<file path="src/rtl/boot_loader.sv">
`default_nettype none
// boot_loader: parses framed LOAD_I / LOAD_D / GO / HALT byte commands, writes InstrMem/DataMem, drives CPU start.
// Revision 1.0
module boot_loader #(
  parameter int IMEM_WORDS = 1024,
  parameter int DMEM_BYTES = 32
) (
  input  logic                          clk,
  input  logic                          rst,
  input  logic [7:0]                    rx_data,
  input  logic                          rx_valid,
  output logic                          rx_ready,
  output logic                          imem_we,
  output logic [$clog2(IMEM_WORDS)-1:0] imem_addr,
  output logic [31:0]                   imem_wdata,
  output logic                          dmem_we,
  output logic [$clog2(DMEM_BYTES)-1:0] dmem_addr,
  output logic [7:0]                    dmem_wdata,
  output logic                          cpu_start,
  output logic                          busy,
  output logic                          err
);

  localparam int IA = $clog2(IMEM_WORDS);
  localparam int DA = $clog2(DMEM_BYTES);

  localparam logic [3:0] S_IDLE   = 4'd0;
  localparam logic [3:0] S_I_AH   = 4'd1;
  localparam logic [3:0] S_I_AL   = 4'd2;
  localparam logic [3:0] S_I_CH   = 4'd3;
  localparam logic [3:0] S_I_CL   = 4'd4;
  localparam logic [3:0] S_I_DATA = 4'd5;
  localparam logic [3:0] S_D_A    = 4'd6;
  localparam logic [3:0] S_D_C    = 4'd7;
  localparam logic [3:0] S_D_DATA = 4'd8;

  localparam logic [7:0] CMD_LOAD_I = 8'h01;
  localparam logic [7:0] CMD_LOAD_D = 8'h02;
  localparam logic [7:0] CMD_GO     = 8'h03;
  localparam logic [7:0] CMD_HALT   = 8'h04;

  localparam logic [IA-1:0] IDX_ONE   = {{(IA-1){1'b0}}, 1'b1};
  localparam logic [DA-1:0] DADDR_ONE = {{(DA-1){1'b0}}, 1'b1};

  logic [3:0]    state;
  logic [7:0]    hold;       // high byte of the 16-bit address/count fields
  logic [15:0]   cnt;
  logic [1:0]    lane;
  logic [23:0]   asm_word;   // bytes of the current word received so far
  logic [IA-1:0] idx;
  logic [DA-1:0] daddr;

  logic        acc;
  logic [15:0] pair;
  logic [31:0] word;

  assign acc  = rx_valid && rx_ready;
  assign pair = {hold, rx_data};
  assign word = {rx_data, asm_word};
  assign busy = (state != S_IDLE);

  always_ff @(posedge clk or negedge rst) begin
    if (!rst) begin
      state      <= S_IDLE;
      hold       <= 8'h00;
      cnt        <= 16'h0000;
      lane       <= 2'd0;
      asm_word   <= 24'h000000;
      idx        <= '0;
      daddr      <= '0;
      rx_ready   <= 1'b0;
      imem_we    <= 1'b0;
      imem_addr  <= '0;
      imem_wdata <= 32'h0000_0000;
      dmem_we    <= 1'b0;
      dmem_addr  <= '0;
      dmem_wdata <= 8'h00;
      cpu_start  <= 1'b0;
      err        <= 1'b0;
    end else begin
      rx_ready <= 1'b1;
      imem_we  <= 1'b0;
      dmem_we  <= 1'b0;
      if (acc) begin
        case (state)
          S_IDLE: begin
            // Once the CPU runs, only HALT is honoured; loads and GO are protocol errors.
            if (cpu_start) begin
              if (rx_data == CMD_HALT) cpu_start <= 1'b0;
              else                     err       <= 1'b1;
            end else begin
              case (rx_data)
                CMD_LOAD_I: state     <= S_I_AH;
                CMD_LOAD_D: state     <= S_D_A;
                CMD_GO:     cpu_start <= 1'b1;
                CMD_HALT:   cpu_start <= 1'b0;
                default:    err       <= 1'b1;
              endcase
            end
          end
          S_I_AH: begin
            hold  <= rx_data;
            state <= S_I_AL;
          end
          S_I_AL: begin
            idx   <= pair[IA-1:0];
            state <= S_I_CH;
          end
          S_I_CH: begin
            hold  <= rx_data;
            state <= S_I_CL;
          end
          S_I_CL: begin
            cnt   <= pair;
            lane  <= 2'd0;
            state <= (pair == 16'd0) ? S_IDLE : S_I_DATA;
          end
          S_I_DATA: begin
            asm_word <= word[31:8];
            lane     <= lane + 2'd1;
            if (lane == 2'd3) begin
              imem_we    <= 1'b1;
              imem_addr  <= idx;
              imem_wdata <= word;
              idx        <= idx + IDX_ONE;
              cnt        <= cnt - 16'd1;
              if (cnt == 16'd1) state <= S_IDLE;
            end
          end
          S_D_A: begin
            daddr <= rx_data[DA-1:0];
            state <= S_D_C;
          end
          S_D_C: begin
            cnt   <= {8'h00, rx_data};
            state <= (rx_data == 8'h00) ? S_IDLE : S_D_DATA;
          end
          S_D_DATA: begin
            dmem_we    <= 1'b1;
            dmem_addr  <= daddr;
            dmem_wdata <= rx_data;
            daddr      <= daddr + DADDR_ONE;
            cnt        <= cnt - 16'd1;
            if (cnt == 16'd1) state <= S_IDLE;
          end
          default: state <= S_IDLE;
        endcase
      end
    end
  end

endmodule
`default_nettype wire

</file>
<file path="config.mk">
export PLATFORM = sky130hd
export DESIGN_NAME = boot_loader
export DESIGN_NICKNAME = d
export VERILOG_FILES = /design/src/rtl/boot_loader.sv
export SDC_FILE = /design/constraint.sdc
export NUM_CORES = 1
export LEC_CHECK = 0
export BUFFER_PORTS_ARGS = -buffer_cell sky130_fd_sc_hd__buf_2
export CAP_MARGIN = 15
export CORE_ASPECT_RATIO = 0.9
export CORE_MARGIN = 1
export CORE_UTILIZATION = 45
export DETAILED_ROUTE_END_ITERATION = 8
export SLEW_MARGIN = 25
export SYNTH_ARGS = -nofsm -noshare
export SYNTH_HDL_FRONTEND = slang
export SYNTH_SLANG_ARGS = --single-unit
</file>
<file path="constraint.sdc">
create_clock -name clk -period 4.8 [get_ports clk]
set_clock_uncertainty 0.1 [all_clocks]
set_input_delay 0.48 -clock clk [delete_from_list [all_inputs] [get_ports clk]]
set_output_delay 0.48 -clock clk [all_outputs]
set_load 0.05 [all_outputs]
</file>
## Word level (Yosys, flattened, before mapping)

Cells that the tools add are included.

- Output and inout bits: 61
- Word-level logic and storage cells: 85
- Register bits: 129
- Input bits: 11

- Add/subtract/negate cells: 4
- Equality and inequality tests: 19
- Reductions and logical operators: 22
- Mux-type cells: 24

Operators by type and width:

| cell | number |
|---|---|
| 16-bit case mux with 4 select lines | 1 |
| 4-bit case mux with 9 select lines | 1 |
| 10-bit case mux with 2 select lines | 1 |
| 16-bit by 1-bit == test with 1-bit output, second input constant | 1 |
| 4-bit by 3-bit == test with 1-bit output, second input constant | 4 |
| 8-bit by 2-bit == test with 1-bit output, second input constant | 2 |
| 16-bit zero test | 1 |
| 16-bit two-way mux | 1 |
| 4-bit two-way mux | 4 |
| 16-bit by 1-bit subtractor with 16-bit output, second input constant | 1 |
| 2-bit AND reduction | 6 |
| 1-bit two-way mux | 11 |
| 10-bit by 1-bit adder with 10-bit output, second input constant | 1 |
| 10-bit two-way mux | 1 |
| 5-bit case mux with 2 select lines | 1 |
| 3-bit AND reduction | 3 |
| 4-bit by 2-bit == test with 1-bit output, second input constant | 2 |
| 8-bit by 1-bit == test with 1-bit output, second input constant | 1 |
| 8-bit by 3-bit == test with 1-bit output, second input constant | 1 |
| 8-bit zero test | 1 |
| 4-bit case mux with 2 select lines | 1 |
| 4-bit AND reduction | 2 |
| 4-bit nonzero test | 2 |
| 2-bit != test, second input constant | 3 |
| 14 further kinds | 16 |

## Logic depth before layout (Yosys ltp)

Gate-level depths: netlist (run 1).

- Depth in word-level cells: 4
- Depth in mapped cells: 8
- Gate-level depth less buffers: 7

## Least setup slack after synthesis (run 1)

OpenSTA, ideal clock, no wires.

- Path type: register -> register
- Start: reg rx_ready
- End: reg imem_wdata[22]
- Path slack: 2.429 ns
- Data required time: 4.575 ns
- Setup time: 0.125 ns
- Buffers on the path: 2
- Arrival time: 2.146 ns
- Cell stages (with the launch flop): 7
- Cell sequence: dfrtp_1 -> nand2_1 -> nor3_2 -> nand2_1 -> clkbuf_1 -> clkbuf_1 -> mux2_2

- Word-level cells in the longest chain between the ends: 2

RTL lines:

| item | line | text |
|---|---|---|
| start, declared | 12 | `output logic rx_ready,` |
| start signal, assigned | 71 | `rx_ready <= 1'b0;` |
| start signal, assigned | 81 | `rx_ready <= 1'b1;` |
| 1-bit logical AND | 57 | `assign acc = rx_valid && rx_ready;` |
| 3-bit AND reduction (no line) | n/a |  |
| end signal, assigned | 124 | `imem_wdata <= word;` |
| end, declared | 15 | `output logic [31:0] imem_wdata,` |

Every way passes these cells.
A chain may end at the register's enable or synchronous reset.

## Final worst setup path (run 1)

- Start: reg state[0]
- End: reg cnt[14]

- Word-level cells in the longest chain between the ends: 3
- Elaborated cells on any way between the ends: 8
- Those cells by class: eq/ne: 5; mux: 1; reduce/logical: 2

RTL lines:

| item | line | text |
|---|---|---|
| start, declared | 45 | `logic [3:0] state;` |
| start signal, assigned | 116 | `state <= (pair == 16'd0) ? S_IDLE : S_I_DATA;` |
| start signal, assigned | 136 | `state <= (rx_data == 8'h00) ? S_IDLE : S_D_DATA;` |
| 4-bit == test or 4-bit by 3-bit == test with 1-bit output (tied branches) | 85 | `case (state)` |
| 4-bit nonzero test (no line) or 2-bit != test (tied branches) | n/a |  |
| 3-bit AND reduction (no line) | n/a |  |
| end signal, assigned | 114 | `cnt <= pair;` |
| end signal, assigned | 126 | `cnt <= cnt - 16'd1;` |
| end signal, assigned | 135 | `cnt <= {8'h00, rx_data};` |
| end, declared | 47 | `logic [15:0] cnt;` |

Parallel ways exist; a longest one is shown, timed or not.

==> summary.txt, run 1 <==
Run status
  – Outcome: finished, final reports clean

Floorplanning
  – Initial Util: 46.2%
  – Core area: 12700 µm²
  – Die area: 13500 µm²
  – IO Pins: 72
  – Die height: 110 µm
  – Die Wd: 122 µm
  – Row Count: 39

Logic synthesis
  – Async S/R FF share, synth: 100%
  – Post-synthesis instance area: 5870 µm²
  – Gate Count Post-Synth: 523
  – Prevailing post-synth register cell: dfrtp_1
  – Post-synth cell types: 53
  – Yosys warns: 0
  – #FFs+latches synth: 129
  – Post-synth net total: 539
  – Post-synthesis sequential area ratio: 55.0%
  – Post-synth EDFFs: 0
  – Synth Area per Inst: 11.2 µm²

GRT
  – First-pass GRT wire length: 20900 µm
  – Gr usage total: 20.9%
  – Vias in the first global route: 4081
  – Initial antenna violation count: 0
  – Total congestion overflow: 0
  – Largest net degree at the start of global routing: 88

Worst setup path
  – Worst R2R Start: state[0]$_DFFE_PN0P_
  – Family with the most delay on the worst path: simple AND/OR/NAND/NOR gates
  – CP endpoint kind: flip-flop
  – CP Cell Sequence: or3b_1, a21o_1, nor4_1, a22oi_1, o21ai_0
  – Worst path arrival time: 2910 ps
  – Critical path required time: 5030 ps
  – Crit path max-delay cell type: nor4_1
  – Critical Path Source: state[0]$_DFFE_PN0P_
  – Critical Path Fanout Max: 25
  – Max incr delay on CP: 640 ps
  – Type of the worst setup path: reg2reg
  – CP bufs+invs: 0
  – Startpoint class of the critical path: flip-flop

STA
  – RSZ-0062 raised after global routing: false
  – Final min period: 2680 ps
  – Relative slew slack: 32.7%
  – Fin. Hold Viols: 0
  – Setup violators final: 0
  – Final Cycle Share: 55.8%
  – Final Max Slew Viols: 0
  – Worst-Margin Slew: 1010 ps
  – Setup TNS Final: 0 ps
  – Max frequency: 0.373 GHz

Clocking
  – CTS tree: built
  – Cts hold-fix bufs: 0
  – Clock latency at the later pin of the worst-skew pair: 410 ps
  – Number of buffers added for setup after CTS: 0
  – Htree depth: 4
  – Resize count post-CTS: 0
  – CTS Buf Count: 17
  – Sink Count: 129
  – Worst-path clk slew: 50 ps
  – Clk root buf: clkbuf_16
  – Clock Tree Buf Depth: 2

Detailed routing
  – # DRC: 0
  – Post-route ant nets: 0
  – Drt pass-1 iters: 5
  – Vias: 4235
  – Vias/cell: 5.57
  – Routed wire length: 12900 µm
  – First DRT Iteration DRCs: 250
  – DR WL/cell: 16.9 µm

Place
  – DP HPWL: 8300 µm
  – IO buf count: 71
  – DP Area: 6330 µm²
  – RD Place Congestion: 0.831

Final layout
  – Final Instance Area: 6960 µm²
  – Final-stage net count: 601
  – Inserted Diodes: 0
  – Fraction of layout cells with a size suffix above 1: 33.3%
  – Area Growth Syn to Fin: 18.7%

Power and ir drop
  – Worst VDD drop: 375 µV
  – Pwr dens: 575 nW/µm²
  – Leak pwr: 3.44 nW

Min path
  – Hold Crit Class: in2async

Flow run
  – Max-Cap Viols: 0
routing by layer:
metal  vias to the layer above  wire length [µm]  global-route usage [%]
li1                       2011                 -                       -
met5                         -                 0                       0
met2                       116              5870                    31.3
met3                        24               796                    7.36
met4                         0               256                    8.80
met1                      2084              5940                    27.5
worst reg2reg max path, stage by stage (launching register included):
cell	delay (ps)
dfrtp_1	620
or3b_1	490
a21o_1	440
nor4_1	640
a22oi_1	130
o21ai_0	170
sequential cells by signal, indices dropped and copies added, names as in the netlist:
register and cells:
dmem_wdata 8, err 1, imem_we 1, lane 2, idx 10, asm_word 24, imem_addr 10, rx_ready 1
imem_wdata 32, daddr 5, cpu_start 1, hold 8, cnt 16, dmem_we 1, state 4, dmem_addr 5
area by class of cell:
cell class	count	area [µm²]
Tap cell	164	205
Fill cell	1129	5730
Clock buffer	22	464
Sequential cell	129	3230
Clock inverter	9	156
Timing Repair Buffer	75	392
Multi-Input combinational cell	344	2450
Inverter	18	67.6
cell families (layout without fill, tap and decap cells):
group | count (synthesis) | after routing | synth area share (%)
and+or+nand+nor | 137 | 137 | 12.0
other | 1 | 1 | 0.0639
DFF | 129 | 129 | 55.0
buffers and inverters | 50 | 124 | 3.60
muxes | 84 | 84 | 16.1
adders and majority gates | 5 | 5 | 1.07
xor gates and xnor gates | 1 | 1 | 0.149
AOI/OAI and AO/OA | 116 | 116 | 12.0
metrics by stage:
| step | setup slack, ps | util, % | std cells | hold WS, ps | power [mW] |
|---|---|---|---|---|---|
| 2_1_floorplan | 2430 | - | 523 | 84.4 | 2.41 |
| 3_3_place_gp | 1970 | 49.9 | 730 | 367 | 2.64 |
| 3_5_place_dp | 1900 | 49.9 | 730 | 364 | 2.68 |
| 4_1_cts | 1870 | 54.8 | 761 | 56.5 | 4.03 |
| 5_1_grt | 1850 | 54.9 | 761 | 79.2 | 4.24 |
| 6_report | 2120 | 54.9 | 761 | 28.1 | 4.00 |
cells in the mapped netlist (2+ instances only):
library cell	count	area share, %
dfrtp_1	129	55
mux2_2	83	16
o21ai_0	47	4.0
nor2_1	36	2.3
a21oi_1	30	2.6
nand2_1	26	1.7
clkbuf_1	22	1.4
inv_1	18	1.2
nand3_1	18	1.5
nor3_1	13	1.1
a22oi_1	9	1.2
nor4_1	8	0.85
buf_2	7	0.60
or3_1	7	0.75
a31oi_1	5	0.53
ha_1	5	1.1
nor2b_1	4	0.43
o31ai_1	4	0.51
a22o_1	3	0.45
nand2b_1	3	0.32
nor3_2	3	0.51
or4_1	3	0.38
a211oi_1	2	0.26
a21o_1	2	0.26
and2_1	2	0.21
and3_1	2	0.21
buf_6	2	0.38
nand3b_1	2	0.26
nand4_1	2	0.21
o22a_1	2	0.30
o22ai_1	2	0.21
power by group:
part / switching (mW) / total (mW) / internal [mW]
logic: 0.689 / 1.08 / 0.393
clock network: 0.444 / 1.34 / 0.893
registers: 0.253 / 1.58 / 1.33
path summary, 6_finish.rpt:
path	end	cells after the start	slack [ps]
hold reg to reg	imem_addr[4]$_DFFE_PN0P_	2	370
min in group clk	daddr[0]$_DFFE_PN0P_	3	370
setup reg to reg	cnt[14]$_DFFE_PN0P_	5	2120
hold / removal	cnt[5]$_DFFE_PN0P_	1	30
max in group asynchronous	state[3]$_DFFE_PN0P_	2	3480
setup / recovery	cnt[14]$_DFFE_PN0P_	5	2120
layout by cell type (no fill, tap or decap), types with 7 or more instances in the layout:
cell,instances
dfrtp_1,129
mux2_2,83
buf_2,70
o21ai_0,46
nor2_1,35
a21oi_1,30
nand2_1,25
inv_1,18
nand3_1,18
clkbuf_16,17
nor3_1,13
a22oi_1,9
nor4_1,8
or3_1,7
Power figures use the tool's default switching activity.
==> run 2: changes to the inputs <==
- PLACE_DENSITY: unset -> 0.67
- clock period: 4.8 -> 2.25 ns (I/O delays scaled with it)
==> run 2 against run 1 <==
  * Critical path depth unchanged
  * Sequential power increased by 110%
  * Fmax increased by 25%
  * Count of clock-buffer cells in the layout increased by 1
  * Combinational power increased by 130%
  * Hold slack improved by 60 ps
  * Non-clock buffer count increased by 23
  * Global-route usage increased by 0.89 points
  * Critical path type unchanged
  * Critical endpoint is now state[1]$_DFFE_PN0P_
  * Largest power group unchanged
==> summary.txt, run 2 (same netlist as run 1, synthesis figures left out) <==
Place
  – IO buf count: 71
  – DP HPWL: 9230 µm
  – DP Area: 6560 µm²
  – RD Place Congestion: 0.855
  – Setup WS pre-CTS: 155 ps

Detailed routing
  – Vias/cell: 5.64
  – Drt pass-1 iters: 4
  – # DRC: 0
  – First DRT Iteration DRCs: 208
  – Vias: 4426
  – DR WL/cell: 17.3 µm
  – Routed wire length: 13600 µm
  – Post-route ant nets: 0

GRT
  – First-pass GRT wire length: 21900 µm
  – Total congestion overflow: 0
  – Largest net degree at the start of global routing: 48
  – Initial antenna violation count: 0
  – Vias in the first global route: 4287
  – Gr usage total: 21.8%

STA
  – Final WS setup: 98.8 ps
  – Final min period: 2150 ps
  – Worst-Margin Slew: 570 ps
  – Final Max Slew Viols: 0
  – Setup TNS Final: 0 ps
  – RSZ-0062 raised after global routing: false
  – Setup violators final: 0
  – Fin. Hold Viols: 0
  – Max frequency: 0.465 GHz
  – Final Cycle Share: 95.6%
  – Relative slew slack: 62.0%

Final layout
  – Largest Register: imem_wdata
  – Area Growth Syn to Fin: 22.9%
  – Inserted Diodes: 0
  – Top Registers: imem_wdata: 32 flops, asm_word: 24 flops, cnt: 16 flops
  – Most common cell after layout, fill and taps aside: dfrtp_1
  – Fraction of layout cells with a size suffix above 1: 35.9%
  – Final-stage net count: 624
  – Largest register FFs: 32
  – Final Util: 56.8%
  – Commonest non-fill, non-tap cells in the layout: 128 x dfrtp_1, 83 x mux2_2, 70 x buf_2
  – Final Instance Area: 7210 µm²

Worst setup path
  – Startpoint class of the critical path: flip-flop
  – Worst R2R Start: cnt[13]$_DFFE_PN0P_
  – Critical Path Source: cnt[13]$_DFFE_PN0P_
  – Critical path required time: 2460 ps
  – Cells on worst reg2reg path: 5
  – Max incr delay on CP: 410 ps
  – CP endpoint kind: flip-flop
  – Critical Path Fanout Max: 4
  – CP Cell Sequence: nor4_1, nor2b_1, a32oi_2, or2_4, o41ai_2
  – Worst path arrival time: 2360 ps
  – Type of the worst setup path: reg2reg
  – FF-to-FF End: state[1]$_DFFE_PN0P_
  – Reg-to-reg setup timing slack: 100 ps
  – Crit path max-delay cell type: dfrtp_1
  – Critical Path End: state[1]$_DFFE_PN0P_

Clocking
  – Clock Tree Buf Depth: 2
  – Number of buffers added for setup after CTS: 0
  – Htree depth: 4
  – CTS Buf Count: 17
  – Cts hold-fix bufs: 1
  – Worst-path clk slew: 50 ps
  – Resize count post-CTS: 0
  – Clk root buf: clkbuf_16
  – Sink Count: 129
  – CTS tree: built
  – Clock latency at the later pin of the worst-skew pair: 410 ps

Floorplanning
  – Initial Util: 46.2%
  – Row Count: 39
  – IO Pins: 72
  – Die Wd: 122 µm
  – Die height: 110 µm
  – Die area: 13500 µm²
  – Core area: 12700 µm²

Power and ir drop
  – Total power: 8.78 mW
  – Worst VDD drop: 638 µV
  – Pwr dens: 1220 nW/µm²
  – Leak pwr: 3.58 nW

Run status
  – Outcome: finished, final reports clean

Flow run
  – Max-Cap Viols: 0

Min path
  – Hold Crit Class: in2reg
-- run 2: worst min-delay path by stage --
stage,start,endpoint,cells after the start
2_1_floorplan,rst,asm_word[0]$_DFFE_PN0P_,0
3_3_place_gp,rst,cnt[9]$_DFFE_PN0P_,1
3_5_place_dp,rst,cnt[9]$_DFFE_PN0P_,1
4_1_cts,rx_data[3],hold[3]$_DFFE_PN0P_,2
5_1_grt,rx_data[3],hold[3]$_DFFE_PN0P_,2
6_report,rx_data[3],hold[3]$_DFFE_PN0P_,2
-- run 2: through the flow --
step                instances  hold slack (ps)
global route              785             87.6
floorplan                 523             -171
global placement          752              153
detailed placement        752              168
finish                    785             87.7
CTS                       785             73.1
-- run 2: report_power, final --
group | internal (mW) | switching (mW)
combinational | 0.934 | 1.58
clock | 1.97 | 0.980
sequential | 2.84 | 0.478
-- run 2: per-layer routing --
layer / part of all wire (%) / GRT usage [%]
met3: 6.5 / 7.66
met5: 0 / 0
met4: 1.4 / 7.93
met1: 45 / 28.7
met2: 47 / 33.1
-- run 2: area by class of cell --
type,count,area [µm²]
fill,1086,5480
clock buffer,23,488
sequential,129,3230
clock inverter,9,153
inverter,18,67.6
multi-input combinational,344,2440
tap,164,205
timing repair buffer,98,626
-- run 2: worst max-delay path: cells and delay by family, from the launching register on --
family / cells / cell delay [ps]
simple gates: 3 / 1080
compound gates: 2 / 470
flops: 1 / 410
==> run 3: changes to the inputs <==
- CORE_MARGIN: 1 -> unset
- CTS_BUF_LIST: unset -> sky130_fd_sc_hd__clkbuf_4 sky130_fd_sc_hd__clkbuf_8
- RECOVER_POWER: unset -> 25
==> run 3 against run 2 <==
  * Global-route usage up 0.089 points
  * Non-clock buffer count unchanged
  * Sequential cell count did not move
  * Sequential share of layout area rose by 1.2 points
  * Fmax increased by 0.39%
  * Worst setup slack better by 8.3 ps
  * Final cell count is the same
  * Sequential power is essentially flat
  * Hold slack got worse by 31 ps
  * Critical path depth unchanged
  * Clock power shrank 24%
  * Critical endpoint unchanged
  * Largest cell class unchanged
==> summary.txt, run 3 (same netlist as run 1, synthesis figures left out) <==
Clocking
  – CTS tree: built
  – Htree depth: 4
  – Clk root buf: clkbuf_8
  – Clock latency at the later pin of the worst-skew pair: 450 ps
  – Sink Count: 129
  – Clock Tree Buf Depth: 2
  – Worst-path clk slew: 70 ps
  – CTS Buf Count: 17

STA
  – Setup violators final: 0
  – Setup TNS Final: 0 ps
  – Worst-Margin Slew: 1090 ps
  – Final Cycle Share: 95.2%
  – RSZ-0062 raised after global routing: false
  – Final Max Slew Viols: 0
  – Max frequency: 0.467 GHz
  – Final min period: 2140 ps
  – Relative slew slack: 27.0%
  – Worst hold slack: 56.5 ps
  – Fin. Hold Viols: 0
  – Final WS setup: 107 ps

Final layout
  – Fraction of layout cells with a size suffix above 1: 36.4%
  – Inserted Diodes: 0
  – Final-stage net count: 624
  – Final Instance Area: 7010 µm²
  – Largest register FFs: 32
  – Commonest non-fill, non-tap cells in the layout: 128 x dfrtp_1, 83 x mux2_2, 70 x buf_2
  – Most common cell after layout, fill and taps aside: dfrtp_1
  – Area Growth Syn to Fin: 19.6%
  – Largest Register: imem_wdata
  – Top Registers: imem_wdata: 32 flops, asm_word: 24 flops, cnt: 16 flops
  – Final non-filler cell total: 785
  – Fillers: 1117
  – Final Util: 55.3%

Detailed routing
  – Post-route ant nets: 0
  – First DRT Iteration DRCs: 354
  – DR WL/cell: 17.2 µm
  – Vias/cell: 5.65
  – # DRC: 0
  – Routed wire length: 13500 µm
  – Vias: 4433
  – Drt pass-1 iters: 5

Worst setup path
  – Worst path arrival time: 2380 ps
  – Critical Path Fanout Max: 5
  – CP endpoint kind: flip-flop
  – Startpoint class of the critical path: flip-flop
  – Type of the worst setup path: reg2reg
  – Critical path required time: 2490 ps

Min path
  – Hold Crit Class: in2reg

Floorplanning
  – IO Pins: 72
  – Core area: 12700 µm²
  – Initial Util: 46.2%
  – Die area: 13500 µm²
  – Row Count: 39
  – Die height: 110 µm
  – Die Wd: 122 µm

GRT
  – First-pass GRT wire length: 21900 µm
  – Vias in the first global route: 4296
  – Gr usage total: 21.9%
  – Initial antenna violation count: 0
  – Largest net degree at the start of global routing: 48
  – Total congestion overflow: 0

Power and ir drop
  – Pwr dens: 1150 nW/µm²
  – Leak pwr: 3.49 nW
  – Worst VDD drop: 701 µV
  – Total power: 8.08 mW

Place
  – IO buf count: 71
  – Setup WS pre-CTS: 155 ps
  – Placed cells: 752
  – RD Place Congestion: 0.855
  – DP HPWL: 9230 µm
  – DP Area: 6560 µm²

Run status
  – Outcome: finished, final reports clean

Flow run
  – Max-Cap Viols: 0
==> run 3: cell type report <==
type / count / area, µm² / area share, %
inverters: 18 / 67.6 / 0.963
well taps: 164 / 205 / 2.93
repair buffers: 98 / 611 / 8.71
flip-flops and latches: 129 / 3230 / 46.0
clock buffers: 23 / 304 / 4.34
clock inverters: 9 / 153 / 2.18
multi-input cells: 344 / 2440 / 34.8
==> run 3: final timing paths <==
| check | startpoint | to | slack (ps) | depth (start not counted) |
|---|---|---|---|---|
| setup / recovery | cnt[12]$_DFFE_PN0P_ | state[1]$_DFFE_PN0P_ | 110 | 5 |
| hold / removal | rx_data[3] | hold[3]$_DFFE_PN0P_ | 60 | 2 |
| setup reg to reg | cnt[12]$_DFFE_PN0P_ | state[1]$_DFFE_PN0P_ | 110 | 5 |
| hold reg to reg | imem_addr[3]$_DFFE_PN0P_ | imem_addr[3]$_DFFE_PN0P_ | 390 | 2 |
| max in group asynchronous | rst | asm_word[9]$_DFFE_PN0P_ | 400 | 3 |
| min in group asynchronous | rst | cnt[9]$_DFFE_PN0P_ | 420 | 2 |
==> run 3: layer usage <==
metal | share of wire, % | wire, µm | track usage [%]
met2 | 47 | 6320 | 32.4
met4 | 2.0 | 264 | 9.76
met5 | 0 | 0 | 0
met3 | 6.3 | 853 | 7.87
met1 | 45 | 6100 | 28.7
==> run 3: worst max-delay path, cell delays in order (launching register included) <==
cell and delay [ps]:
dfrtp_1 430, nor4_1 390, nor2b_1 350, a32oi_2 190, or2_4 300, o41ai_2 270
==> run 3: power breakdown <==
group / switching (mW) / total [mW] / leakage (nW) / internal (mW)
logic: 1.58 / 2.53 / 1.55 / 0.942
registers: 0.483 / 3.32 / 1.72 / 2.84
clock network: 0.890 / 2.24 / 0.225 / 1.35
total: 2.96 / 8.08 / 3.49 / 5.12
==> run 3: what timing repair did <==
item / 4_1_cts / 5_1_grt
hold buffers: 1 / 0
hold endpoints to repair: 38 / 0
gates resized for setup: 0 / 1
buffers inserted: 0 / 0
setup endpoints to repair: 0 / 1
